<file path="src/rtl/bitstream_serializer_pkg.sv">
// ============================================================================
// Module      : bitstream_serializer_pkg
// Description : Shared definitions for the bitstream serializer and the
//               detector benches: FSM state encoding (2-bit) and the default
//               word width.
// Revision    : 1.0 - initial release
// ============================================================================
`default_nettype none

package bitstream_serializer_pkg;

    // Default word width, also reused by the detector benches
    localparam int BITSTREAM_WIDTH = 8;

    // FSM state encoding; ST_PARITY is only reached in parity builds
    typedef enum logic [1:0] {
        ST_IDLE   = 2'd0,
        ST_SHIFT  = 2'd1,
        ST_PARITY = 2'd2
    } state_t;

endpackage

`default_nettype wire

</file>
<file path="src/rtl/bitstream_serializer_hold_reg.sv">
// ============================================================================
// Module      : bitstream_hold_reg
// Description : Single-entry holding register. WIDTH data flops plus a full
//               flag. A load wins over a take on the same edge, so a word
//               arriving while the previous one is handed off is kept.
// Ports       : iCLK  - clock
//               iRST  - asynchronous active-low reset
//               iLOAD - capture iDATA, set full
//               iTAKE - consumer took the word, clear full
//               iDATA - word to store
//               oDATA - stored word
//               oFULL - entry occupied
// Revision    : 1.0 - initial release
// ============================================================================
`default_nettype none

module bitstream_hold_reg #(
    parameter int WIDTH = 8
) (
    input  logic             iCLK,
    input  logic             iRST,
    input  logic             iLOAD,
    input  logic             iTAKE,
    input  logic [WIDTH-1:0] iDATA,
    output logic [WIDTH-1:0] oDATA,
    output logic             oFULL
);

    logic [WIDTH-1:0] r_data;
    logic             r_full;

    always_ff @(posedge iCLK or negedge iRST) begin
        if (!iRST) begin
            r_data <= '0;
            r_full <= 1'b0;
        end else begin
            if (iLOAD) begin
                r_data <= iDATA;
                r_full <= 1'b1;
            end else if (iTAKE) begin
                r_full <= 1'b0;
            end
        end
    end

    assign oDATA = r_data;
    assign oFULL = r_full;

endmodule

`default_nettype wire

</file>
<file path="src/rtl/bitstream_serializer.sv">
// ============================================================================
// Module      : bitstream_serializer
// Description : Parallel-to-serial converter. Accepts WIDTH-bit words over a
//               valid/ready handshake and emits them MSB-first, one bit per
//               clock. A one-word holding register keeps the stream gap-free
//               when the producer keeps up. oBIT is 0 while idle.
//               Optional build macro BITSTREAM_SER_PARITY_EN appends an even
//               parity bit after the LSB of every word.
// Ports       : iCLK       - clock, rising edge
//               iRST       - asynchronous active-low reset
//               iDATA      - parallel word, sampled on accept
//               iVALID     - producer has a word
//               oREADY     - block can take a word (holding register empty)
//               oBIT       - serial data, registered
//               oBIT_VALID - oBIT carries a frame bit, registered
//               oWORD_DONE - pulse during the final bit of a frame
//               oBUSY      - shifter or holding register occupied
// Revision    : 1.0 - initial release
// ============================================================================
`default_nettype none

module bitstream_serializer
    import bitstream_serializer_pkg::*;
#(
    parameter int WIDTH = BITSTREAM_WIDTH
) (
    input  logic             iCLK,
    input  logic             iRST,
    input  logic [WIDTH-1:0] iDATA,
    input  logic             iVALID,
    output logic             oREADY,
    output logic             oBIT,
    output logic             oBIT_VALID,
    output logic             oWORD_DONE,
    output logic             oBUSY
);

    localparam int               CNT_W      = $clog2(WIDTH + 1);
    localparam logic [CNT_W-1:0] c_LAST     = CNT_W'(WIDTH - 1);
    localparam logic [CNT_W-1:0] c_PRE_LAST = CNT_W'(WIDTH - 2);

    state_t           r_st;
    logic [WIDTH-1:0] r_sh;
    logic [CNT_W-1:0] r_cnt;
    logic             r_bit;
    logic             r_bitValid;
    logic             r_wordDone;
`ifdef BITSTREAM_SER_PARITY_EN
    logic             r_par;
`endif

    logic             w_holdFull;
    logic [WIDTH-1:0] w_holdData;
    logic             w_accept;
    logic             w_frameEnd;
    logic             w_loadSh;
    logic             w_loadHold;
    logic             w_take;
    logic [WIDTH-1:0] w_loadData;

    assign w_accept = iVALID && !w_holdFull;

    // Edge at which the last bit of the current frame ends
`ifdef BITSTREAM_SER_PARITY_EN
    assign w_frameEnd = (r_st == ST_PARITY);
`else
    assign w_frameEnd = (r_st == ST_SHIFT) && (r_cnt == c_LAST);
`endif

    // Shifter reloads from idle, or at frame end from hold (preferred) or
    // directly from the input so back-to-back frames have no gap.
    assign w_loadSh   = ((r_st == ST_IDLE) && w_accept) ||
                        (w_frameEnd && (w_holdFull || w_accept));
    assign w_loadData = w_holdFull ? w_holdData : iDATA;
    assign w_take     = w_frameEnd && w_holdFull;
    assign w_loadHold = w_accept && (r_st != ST_IDLE) && !w_frameEnd;

    bitstream_hold_reg #(
        .WIDTH (WIDTH)
    ) u_hold (
        .iCLK  (iCLK),
        .iRST  (iRST),
        .iLOAD (w_loadHold),
        .iTAKE (w_take),
        .iDATA (iDATA),
        .oDATA (w_holdData),
        .oFULL (w_holdFull)
    );

    always_ff @(posedge iCLK or negedge iRST) begin
        if (!iRST) begin
            r_st       <= ST_IDLE;
            r_sh       <= '0;
            r_cnt      <= '0;
            r_bit      <= 1'b0;
            r_bitValid <= 1'b0;
            r_wordDone <= 1'b0;
`ifdef BITSTREAM_SER_PARITY_EN
            r_par      <= 1'b0;
`endif
        end else if (w_loadSh) begin
            r_st       <= ST_SHIFT;
            r_sh       <= w_loadData;
            r_cnt      <= '0;
            r_bit      <= w_loadData[WIDTH-1];
            r_bitValid <= 1'b1;
            r_wordDone <= 1'b0;
`ifdef BITSTREAM_SER_PARITY_EN
            r_par      <= ^w_loadData;
`endif
        end else if (w_frameEnd) begin
            r_st       <= ST_IDLE;
            r_bit      <= 1'b0;
            r_bitValid <= 1'b0;
            r_wordDone <= 1'b0;
        end else if (r_st == ST_SHIFT) begin
`ifdef BITSTREAM_SER_PARITY_EN
            if (r_cnt == c_LAST) begin
                r_st       <= ST_PARITY;
                r_bit      <= r_par;
                r_wordDone <= 1'b1;
            end else begin
                r_sh       <= r_sh << 1;
                r_cnt      <= r_cnt + 1'b1;
                r_bit      <= r_sh[WIDTH-2];
                r_wordDone <= 1'b0;
            end
`else
            r_sh       <= r_sh << 1;
            r_cnt      <= r_cnt + 1'b1;
            r_bit      <= r_sh[WIDTH-2];
            // Next presented bit is the LSB, which closes the frame
            r_wordDone <= (r_cnt == c_PRE_LAST);
`endif
        end
    end

    assign oREADY     = !w_holdFull;
    assign oBIT       = r_bit;
    assign oBIT_VALID = r_bitValid;
    assign oWORD_DONE = r_wordDone;
    assign oBUSY      = (r_st != ST_IDLE) || w_holdFull;

endmodule

`default_nettype wire
</file>
<file path="config.mk">
export PLATFORM = sky130hd
export DESIGN_NAME = bitstream_serializer
export DESIGN_NICKNAME = d
export VERILOG_FILES = /design/src/rtl/bitstream_serializer_pkg.sv /design/src/rtl/bitstream_serializer_hold_reg.sv /design/src/rtl/bitstream_serializer.sv
export SDC_FILE = /design/constraint.sdc
export NUM_CORES = 1
export LEC_CHECK = 0
export CORE_MARGIN = 2
export CORE_UTILIZATION = 39
export DETAILED_ROUTE_END_ITERATION = 8
export GPL_TIMING_DRIVEN = 0
export PLACE_DENSITY = 0.66
export SYNTH_ARGS = -nofsm -noshare
export SYNTH_HDL_FRONTEND = slang
export SYNTH_SLANG_ARGS = --single-unit
</file>
<file path="constraint.sdc">
create_clock -name iCLK -period 3.5 [get_ports iCLK]
set_input_delay 0.525 -clock iCLK [delete_from_list [all_inputs] [get_ports iCLK]]
set_output_delay 0.525 -clock iCLK [all_outputs]
set_load 0.01 [all_outputs]
</file>
==> After elaboration in Yosys (flattened, before gate mapping) <==
Cells that the tools add are included.
{ "classes": {"n_addsub": 1, "mux": 19, "n_reduce_logical": 19, "eq_ne": 4} }
{ "op_table": {"columns": ["cell", "count"], "rows": [
  ["7-bit two-way mux", 3],
  ["4-bit two-way mux", 3],
  ["1-bit two-way mux", 10],
  ["4-bit by 3-bit == test with 1-bit output (second input constant)", 2],
  ["8-bit two-way mux", 1],
  ["2-bit nonzero test", 4],
  ["1-bit logical AND", 7],
  ["4-bit by 1-bit adder with 4-bit output (second input constant)", 1],
  ["2-bit two-way mux", 2],
  ["1-bit logical OR", 3],
  ["3-bit nonzero test", 1],
  ["2-bit by 1-bit == test with 1-bit output (second input constant)", 1],
  ["1-bit zero test", 2],
  ["2-bit zero test", 1],
  ["2-bit by 1-bit inequality test with 1-bit output (second input constant)", 1],
  ["2-bit AND reduction", 1]
]} }
{ "word_totals": {"elab_cells": 51, "reg_bits": 25, "out_inout_bits": 5, "inputBits": 11} }

==> Longest topological paths before layout <==
{ "depth": {"ltp_word": 7, "ltp_mapped": 5, "mapped_depth_nobuf": 4} }

==> Cells and area by module <==
Synthesis repeated with hierarchy kept, for this count alone.
{ "hier_totals": {"cells_unflattened": 96, "hier_area_um2": 1192.4} }
{ "by_module_without_submodules": {"columns": ["mod", "cells_per_inst", "seq_area_each_um2", "area_per_inst_um2", "n_inst"], "rows": [
  ["bitstream_serializer", 76, 350.3, 823.3, 1],
  ["bitstream_hold_reg", 20, 225.2, 369.1, 1]
]} }

==> Worst setup path before layout <==
OpenSTA, ideal clock, no wires.
{ "synth_timing": {"path_kind": "register to register", "startpoint": "reg r_cnt[1]", "endpoint": "reg u_hold.r_data[0] (netlist: u_hold.oDATA[0])", "arrival_time_ps": 1593, "stages_incl_launch_ff": 6, "path_buffers": 1, "slack_ps": 1782, "required_time_ps": 3375, "cell_sequence": "dfrtp_1 > ha_1 > and3b_1 > buf_6 > nor3_4 > mux2_2"} }
{ "synth_via": {"elab_chain_len": 4} }
{ "synth_lines": {"columns": ["element", "line", "rtl"], "rows": [
  ["start, declared", "bitstream_serializer.sv:44", "logic [CNT_W-1:0] r_cnt;"],
  ["start signal, assigned", "bitstream_serializer.sv:130", "r_cnt <= r_cnt + 1'b1;"],
  ["4-bit by 3-bit == test with 1-bit output", "bitstream_serializer.sv:67", "assign w_frameEnd = (r_st == ST_SHIFT) && (r_cnt == c_LAST);"],
  ["1-bit logical AND", "bitstream_serializer.sv:67", null],
  ["1-bit zero test", "bitstream_serializer.sv:76", "assign w_loadHold = w_accept && (r_st != ST_IDLE) && !w_frameEnd;"],
  ["1-bit logical AND", "bitstream_serializer.sv:76", null],
  ["end signal, assigned", "bitstream_serializer_hold_reg.sv:38", "r_data <= iDATA;"],
  ["end, declared", "bitstream_serializer_hold_reg.sv:29", "logic [WIDTH-1:0] r_data;"]
]} }
No other way between the ends.
A chain may end at the register's enable or synchronous reset.

==> results by group <==
Critical path
  • Worst setup SP type: flop
  • Worst r2r src: r_cnt[1]
  • Kind of critical path: reg2out
  • Maximum fanout along the worst path: 10
  • Required time of the worst setup path: 2.97 ns
  • Crit end category: output port
  • Crit path DAT: between 1.5 and 2 ns
  • CP Launch Point: oBIT_VALID

Clock network
  • Post-CTS Setup Repair Bufs: 0
  • Htree depth: 1
  • CTS tree: done
  • Clk pin slew, worst setup/hold paths: between 0.1 and 0.15 ns
  • Post-CTS sizing: 0
  • Number of clock buffers inserted by TritonCTS: 3
  • Clock root buffer: clkbuf_4
  • # hold bufs at CTS: 0
  • Max Root-Sink Buffers: 2
  • CTS Sinks: 23
  • Clk_lat worst skew: 0.31 ns

STA
  • Final WS setup: ~1.2 ns
  • Final Cycle Share: 66.9%
  • RSZ-0062 raised after global routing: false
  • Fmax: roughly 0.43 GHz
  • Max-slew violations: 0
  • Max_slew headroom: between 20% and 30%
  • Setup-failing EPs final: 0
  • Fin. Hold Viols: 0
  • Worst-margin pin slew: ~1.1 ns
  • Post-layout min period: 2.34 ns
  • Worst Skew: between 0.005 and 0.006 ns
  • Hold_ws: roughly 0.52 ns
  • Total negative slack: 0 ns

Routing
  • DR pass1 iterations: 5
  • Wire per inst: 15.1 um
  • 1st-iter DRT viols: 19
  • DR DRC count: 0
  • Drt total wl: 2250 um
  • Routed via count: approximately 830
  • Vias per cell: 5.58
  • ANT nets after route: 0

Placement
  • Pre-CTS setup slack: roughly 1.4 ns
  • Number of port buffers: 15
  • DP HPWL: between 1500 and 2000 um
  • Routability cong.: slightly above 0.7

Power
  • PD cells: around 670 nW/um2
  • Max IR drop VDD: 0.430 mV
  • Leakage: 0.000575 uW

Floorplanning
  • Initial core utilization: roughly two fifths
  • IO Pins: 16
  • Die Span Y: 58.2 um
  • Die extent in x: just under 60 um
  • Die footprint: roughly 3400 um2
  • Core Footprint: approximately 2800 um2
  • Cell row count: 19

Synth
  • Post-Synth XOR/XNOR Area: less than 1%
  • Top-area cell type share of the netlist area: 50.2%
  • Mapped Nets: about 110
  • Synth Area in Adders: roughly 2.2%
  • Top_reg_cell synth: dfrtp_1
  • Top cells by area, synth: dfrtp_1 50%, mux2_2 15%, mux2i_1 6.1%, nand3_1 5.2%, o21ai_0 4.4%
  • Ys Warns: 0
  • Sequential fraction of the synthesis area: between 50% and 60%
  • Mapped Avg Cell Area: 11.6 um2
  • EDFF count, synth: 0
  • Gate Count Post-Synth: between 90 and 100
  • Asr flop ratio synth: 100%
  • Compound-Gate Fraction of Synth Area: between 8 and 9%
  • Cell variety after synth: 28
  • Cell taking the most area after synthesis: dfrtp_1
  • Largest family of logic cells by synthesized area: multiplexers
  • Synth Area in Simple Gates: between 10% and 20%
  • Synthesized area: 1150 um2
  • Synthesized flop and latch total: 23
  • Mux share of post-synthesis cell area: between 20 and 25%

Finish
  • Layout cell share with drive strength beyond 1: around a fifth
  • Layout area overhead: 18.8%
  • ANT cells: 0
  • Layout Nets: roughly 130

Run status
  • Status: finished, final reports clean

Hold path
  • Hold Crit Class: reg2reg
  • Hold path startpoint: u_hold.oDATA[5]

Global route
  • GRT Total Usage: around 15%
  • Largest net degree at the start of global routing: 24
  • First-pass GRT wire length: a little under 4000 um
  • Remaining global-route overflow: 0
  • Number of global-route vias before repair: ~840
  • Initial antenna violation count: 0

Flow run
  • Max-cap violations: 0
-- worst paths after layout --
kind	endpoint	slack, ns	cells past startpoint
setup / recovery	oBUSY	1.16	4
max in group asynchronous	u_hold.oDATA[0]	2.09	1
hold / removal	u_hold.oDATA[5]	0.52	1
setup reg to reg	u_hold.oDATA[0]	1.54	5
min in group asynchronous	oBIT	0.77	1
hold reg to reg	u_hold.oDATA[5]	0.52	1
-- routing by layer --
metal,vias up,GRT usage [%],wire [um]
met1,416,19.3,1050
met4,0,4.65,15
met5,-,0,0
li1,400,-,-
met3,2,4.69,76
met2,14,25.0,1100
-- per-stage QoR --
step                area (um2)  std cells  power [uW]  util, %
finish                    1360        149         910     49.0
global route              1360        149         983     49.0
CTS                       1360        149         920     49.0
detailed placement        1340        145         796     48.0
global placement          1340        145         774     48.0
floorplan                 1150         99         693        -
-- power by group --
part	leakage, uW	switching [uW]	internal (uW)
clock network	0.0000150	80.0	44.5
registers	0.000282	69.8	368
logic	0.000277	146	202
total	0.000575	296	614
-- flip-flops by register name (all words and copies together) (netlist names) --
name,cells
u_hold.oDATA,8
r_cnt,4
oBIT_VALID,1
u_hold.oFULL,1
r_sh,7
oWORD_DONE,1
oBIT,1
-- cells in the final DEF, fill, tap and decap left out --
master / instances
a311oi_1: 1
and3b_1: 1
mux2i_2: 1
nand3b_1: 1
nand2_1: 6
buf_6: 1
a21oi_1: 1
o211ai_1: 1
clkbuf_1: 3
mux2_2: 15
nor2_1: 1
a32o_1: 1
inv_1: 3
ha_1: 2
o21ai_0: 10
nor3_1: 1
a211oi_1: 1
clkbuf_2: 1
a22oi_1: 1
mux2i_1: 7
xnor2_1: 1
buf_4: 1
or2_2: 1
clkdlybuf4s50_1: 15
clkbuf_4: 3
or4_1: 1
nor3_4: 1
dfrtp_1: 23
nor4b_1: 1
nand3_1: 12
-- cell families (layout without fill, tap and decap cells) --
kind of cell               Yosys count  count (layout)
DFF                                 23              23
and+or+nand+nor                     26              26
AOI/OAI and AO/OA                   16              16
adders and majority gates            2               2
xor gates and xnor gates             1               1
buffers and inverters                8              27
muxes                               23              23
-- layout make-up --
| class | instances | area [um2] |
|---|---|---|
| Buffer | 5 | 31.3 |
| Clock buffer | 4 | 26.3 |
| Fill cell | 273 | 1420 |
| Inverter | 3 | 11.3 |
| Multi-Input combinational cell | 68 | 529 |
| Sequential cell | 23 | 576 |
| Tap cell | 31 | 38.8 |
| Timing Repair Buffer | 15 | 150 |
-- worst max-delay path: stages (launching register included) --
cell and delay [ns]:
dfrtp_1 0.49, inv_1 0.10, clkbuf_1 0.34, nand2_1 0.09
clkdlybuf4s50_1 0.49
-- Yosys cell counts, types with 2 or more instances --
cell / number
nand2_1: 6
clkbuf_1: 2
mux2i_1: 7
nand3_1: 12
o21ai_0: 10
mux2_2: 15
ha_1: 2
dfrtp_1: 23
inv_1: 3
(Power assumes the default switching activity.)
